--- config.mk ---
export PLATFORM = sky130hd
export DESIGN_NAME = mod_updown_counter
export DESIGN_NICKNAME = d
export VERILOG_FILES = /design/src/rtl/mod_updown_counter.sv
export SDC_FILE = /design/constraint.sdc
export NUM_CORES = 1
export LEC_CHECK = 0
export ABC_AREA = 1
export CAP_MARGIN = 10
export CORE_AREA = 2 2 39 41
export DETAILED_ROUTE_END_ITERATION = 6
export DIE_AREA = 0 0 41 43
export MAX_ROUTING_LAYER = met4
export PLACE_DENSITY = 0.61
export SYNTH_ARGS = -nofsm -noshare
export SYNTH_HDL_FRONTEND = slang
export SYNTH_SLANG_ARGS = --single-unit
--- constraint.sdc ---
create_clock -name clk -period 1.41 [get_ports clk]
set_input_delay 0.2115 -clock clk [delete_from_list [all_inputs] [get_ports clk]]
set_output_delay 0.2115 -clock clk [all_outputs]
set_load 0.05 [all_outputs]
--- src/rtl/mod_updown_counter.sv ---
// -----------------------------------------------------------------------------
// mod_updown_counter
//
// Modulo-N up/down counter with selectable wrap or saturate behaviour at the
// range boundaries, a combinational terminal-count flag and a one-cycle wrap
// pulse. With MODULUS = 2**WIDTH it behaves as a plain binary up/down counter.
//
// Optional feature: define MOD_UPDOWN_COUNTER_LOAD_EN to add a synchronous
// load (load / load_value). Without the macro those ports do not exist.
//
// Parameters
//   WIDTH      count register width in bits
//   MODULUS    number of count states, count range 0..MODULUS-1
//              (2 <= MODULUS <= 2**WIDTH)
//
// Ports
//   clk        clock, all state updates on the rising edge
//   reset      synchronous, active-high reset (count=0, wrap=0)
//   en         count enable; count holds when low
//   up_down    direction: 1 = up, 0 = down
//   sat        boundary mode: 0 = wrap, 1 = saturate
//   load       synchronous load strobe        (MOD_UPDOWN_COUNTER_LOAD_EN only)
//   load_value value to load, clamped to range (MOD_UPDOWN_COUNTER_LOAD_EN only)
//   count      current count, registered
//   tc         terminal count: at the boundary in the current direction
//   wrap       registered pulse, high for the cycle after a wrapping edge
//
// Edge priority: reset > load > en > hold.
// -----------------------------------------------------------------------------
module mod_updown_counter #(
    parameter int WIDTH   = 4,
    parameter int MODULUS = 16
) (
    input  logic             clk,
    input  logic             reset,
    input  logic             en,
    input  logic             up_down,
    input  logic             sat,
`ifdef MOD_UPDOWN_COUNTER_LOAD_EN
    input  logic             load,
    input  logic [WIDTH-1:0] load_value,
`endif
    output logic [WIDTH-1:0] count,
    output logic             tc,
    output logic             wrap
);

    // Highest legal count value.
    localparam logic [WIDTH-1:0] MAX_COUNT = WIDTH'(MODULUS - 1);

    logic [WIDTH-1:0] next_count;
    logic             next_wrap;
    logic             at_top;
    logic             at_bottom;

    assign at_top    = (count == MAX_COUNT);
    assign at_bottom = (count == '0);

    // Terminal count looks only at count and direction, never at en or sat.
    assign tc = up_down ? at_top : at_bottom;

    // Next-state selection. Reset is handled in the register block so that it
    // overrides everything here, including load.
    always_comb begin
        next_count = count;
        next_wrap  = 1'b0;
`ifdef MOD_UPDOWN_COUNTER_LOAD_EN
        if (load) begin
            // Out-of-range load values clamp to the top of the range; a load
            // never counts as a wrap.
            next_count = (load_value > MAX_COUNT) ? MAX_COUNT : load_value;
        end else
`endif
        if (en) begin
            if (up_down) begin
                if (!at_top) begin
                    next_count = count + WIDTH'(1);
                end else if (!sat) begin
                    next_count = '0;
                    next_wrap  = 1'b1;
                end
            end else begin
                if (!at_bottom) begin
                    next_count = count - WIDTH'(1);
                end else if (!sat) begin
                    next_count = MAX_COUNT;
                    next_wrap  = 1'b1;
                end
            end
        end
    end

    always_ff @(posedge clk) begin
        if (reset) begin
            count <= '0;
            wrap  <= 1'b0;
        end else begin
            count <= next_count;
            wrap  <= next_wrap;
        end
    end

endmodule
==> run summary <==
## Status
• violations in the final reports: setup timing
• status: finished, violations left

## Critical path
• CP endpoint kind: output pin
• slack of the worst reg-to-reg path: 120 ps
• required time of the critical path: 1200 ps
• path depth of the worst reg2reg path: 9
• Critical Path Source Type: flip-flop
• cell chain of the critical path: inv_4 > ha_4 > nand2_4 > nor2_4 > o21ai_4 > inv_4 > buf_12
• path type of the worst setup path: reg -> out
• Max stage delay on crit path: 380 ps
• highest-delay cell along the critical path: sky130_fd_sc_hd__dfxtp_4
• most used cell, CP: sky130_fd_sc_hd__inv_4
• CP arrival: 1290 ps
• Worst Path Max Fanout: 4

## Drt
• DRC marker count from the first detailed-route iteration: 3
• average detailed-routed wire length per instance: 10.0 microns
• remaining number of nets flagged by the antenna check after routing: 0
• Routed Wire Length: 1130 microns
• via-per-instance ratio: 4.52
• total via count after detailed routing: 511
• DRC errors left: 0
• Detailed Routing Iterations Pass 1: 4

## STA
• fin crit period: 1500 ps
• Relative slew margins: 0.806
• Final Skew: 4.17 ps
• actual transition at the worst max-transition pin: 289 ps
• period utilization: 1.06
• Final Worst Setup Slack: -91.5 ps
• count of endpoints failing setup in the final report: 1
• count of final max-slew check failures: 0
• maximum clock frequency: 0.666 GHz
• endpoints failing hold: 0
• RSZ-0062 raised after global routing: true

## Clocking
• TritonCTS clock tree: built
• Clock Tree Buf Depth: 2
• number of buffers inserted during clock tree synthesis: 3
• number of H-tree branching levels: 1
• root buffer selected by CTS: sky130_fd_sc_hd__clkbuf_4
• CTS clk-pin slew, worst paths: 40 ps
• number of hold buffers added after cts: 0
• number of clock sinks seen by CTS: 5
• Clock Latency Late Sink: 240 ps

## Global route
• total global routing track utilization: 0.172
• maximum number of pins on one net before global-route repair: 7
• via count of the first global-routing pass: 494
• grt total ovfl: 0
• first-pass GRT wire length: 2010 microns
• antenna violations before repair: 0

## Layout
• final net count: 105
• layout filler cell count: 135
• finished layout cell area: 802 sq um
• synthesis-to-finish area growth: 84.7%
• most frequent cells in the layout: sky130_fd_sc_hd__nand2_1 (18), sky130_fd_sc_hd__buf_4 (13), sky130_fd_sc_hd__nand3_1 (8), sky130_fd_sc_hd__nor2_1 (8), sky130_fd_sc_hd__inv_1 (7)
• most frequent standard cell in the layout excluding fill and tap cells: sky130_fd_sc_hd__nand2_1
• number of antenna cells inserted: 0
• layout cell share with drive strength beyond 1: 0.464

## Synth
• flip-flop and latch count after synthesis: 5
• count of mapped cells out of synthesis: 70
• count of warnings emitted by yosys: 0
• sequential cell area fraction in the yosys report: 0.231
• Post-Synthesis Cell Area: 434 sq um
• nets in the synthesized netlist: 77
• average cell area after synthesis: 6.20 sq um
• Unique masters post-synth: 17

## Worst hold path
• path type of the worst min-delay path: reg -> reg
• instance count along the most critical hold path: 2

## Power
• Pwr per Cell Area: 897 nW/um^2
• IR Drop Worst-Case VDD: 507 uV
• LEAKAGE: 0.386 nW

## Flow run
• max-cap viol count: 0

## Floorplan
• Die Outline Area: 1760 sq um
• I/O pin count: 11
• count of standard-cell rows: 14
• Die Width: 41 microns
• Die Y-Extent: 43 microns
• effective utilization at floorplan: 0.314
• floorplan core area: 1380 sq um

## Place
• Port Buffer Count: 10
• post-placement worst setup slack: -42.7 ps
• HPWL Detailed: 897 microns
• Routability Congestion: 0.821
• placed standard-cell area: 678 sq um

==> metal layers <==
metal / track usage / wire length [microns] / vias to the layer above
li1: - / - / 271
met1: 0.203 / 520 / 235
met2: 0.269 / 589 / 5
met3: 0.0314 / 20 / 0
met4: 0.0800 / 0 / 0
met5: - / 0 / -
==> layout make-up <==
class	instances	area [sq um]	area share
clock buffers	4	26.3	0.0328
inverters	13	53.8	0.0671
multi-input cells	52	334	0.417
flip-flops and latches	5	110	0.137
well taps	16	20.0	0.0250
repair buffers	23	258	0.321
==> flip-flops by register name (all words and copies together) (netlist names) <==
register,flops
count,4
wrap,1
==> metrics by stage <==
stage	std cells	TNS, ps	power (mW)	hold slack, ps	utilization
floorplan	70	0	0.357	267	-
CTS	113	-104	0.732	534	0.580
finish	113	-91.5	0.719	539	0.580
global placement	102	-8.56	0.498	531	0.490
global route	113	-162	0.778	557	0.580
detailed placement	102	-113	0.502	524	0.490
==> timing repair <==
action,4_1_cts,5_1_grt
pin swaps,4,0
buffers inserted,7,0
gates resized for setup,10,0
setup endpoints to repair,1,1
==> path summary, 6_finish.rpt <==
| kind | from | endpoint |
|---|---|---|
| worst max register to register | count[1]$_SDFFE_PP0P_ | count[1]$_SDFFE_PP0P_ |
| worst max-delay path | count[0]$_SDFFE_PP0P_ | tc |
| worst min register to register | count[2]$_SDFFE_PP0P_ | count[2]$_SDFFE_PP0P_ |
| worst min-delay path | count[2]$_SDFFE_PP0P_ | count[2]$_SDFFE_PP0P_ |
==> power by group <==
| part | internal (mW) | total (mW) | switching (mW) |
|---|---|---|---|
| sequential | 0.157 | 0.182 | 0.0248 |
| clock | 0.107 | 0.162 | 0.0554 |
| combinational | 0.186 | 0.375 | 0.189 |
==> cell families (layout without fill, tap and decap cells) <==
group	after synthesis	after routing	share of synthesized area
AO/OA/AOI/OAI	5	5	0.0663
XOR/XNOR	1	1	0.0202
adder cells (fa/ha/maj)	2	2	0.0576
buffers and inverters	13	40	0.112
flip-flops	5	5	0.231
AND/OR/NAND/NOR	44	44	0.513
==> worst max-delay path: cells and delay by family, from the launching register on <==
kind / cells / cell delay [ps]
fa+ha+maj: 1 / 160
simple gates: 2 / 120
flops: 1 / 380
compound gates: 1 / 170
buf+inv: 3 / 230
==> synthesized netlist by cell type (all sizes together) <==
cell type   n  share of area
clkinv      1         0.0086
a21oi       4          0.055
ha          2          0.058
nor2       10          0.098
nand3      10           0.16
xnor2       1          0.020
dfxtp       5           0.23
inv        12           0.10
nand2      24           0.26
o21ai       1          0.012
No activity file was read; power rests on OpenSTA's default activity.
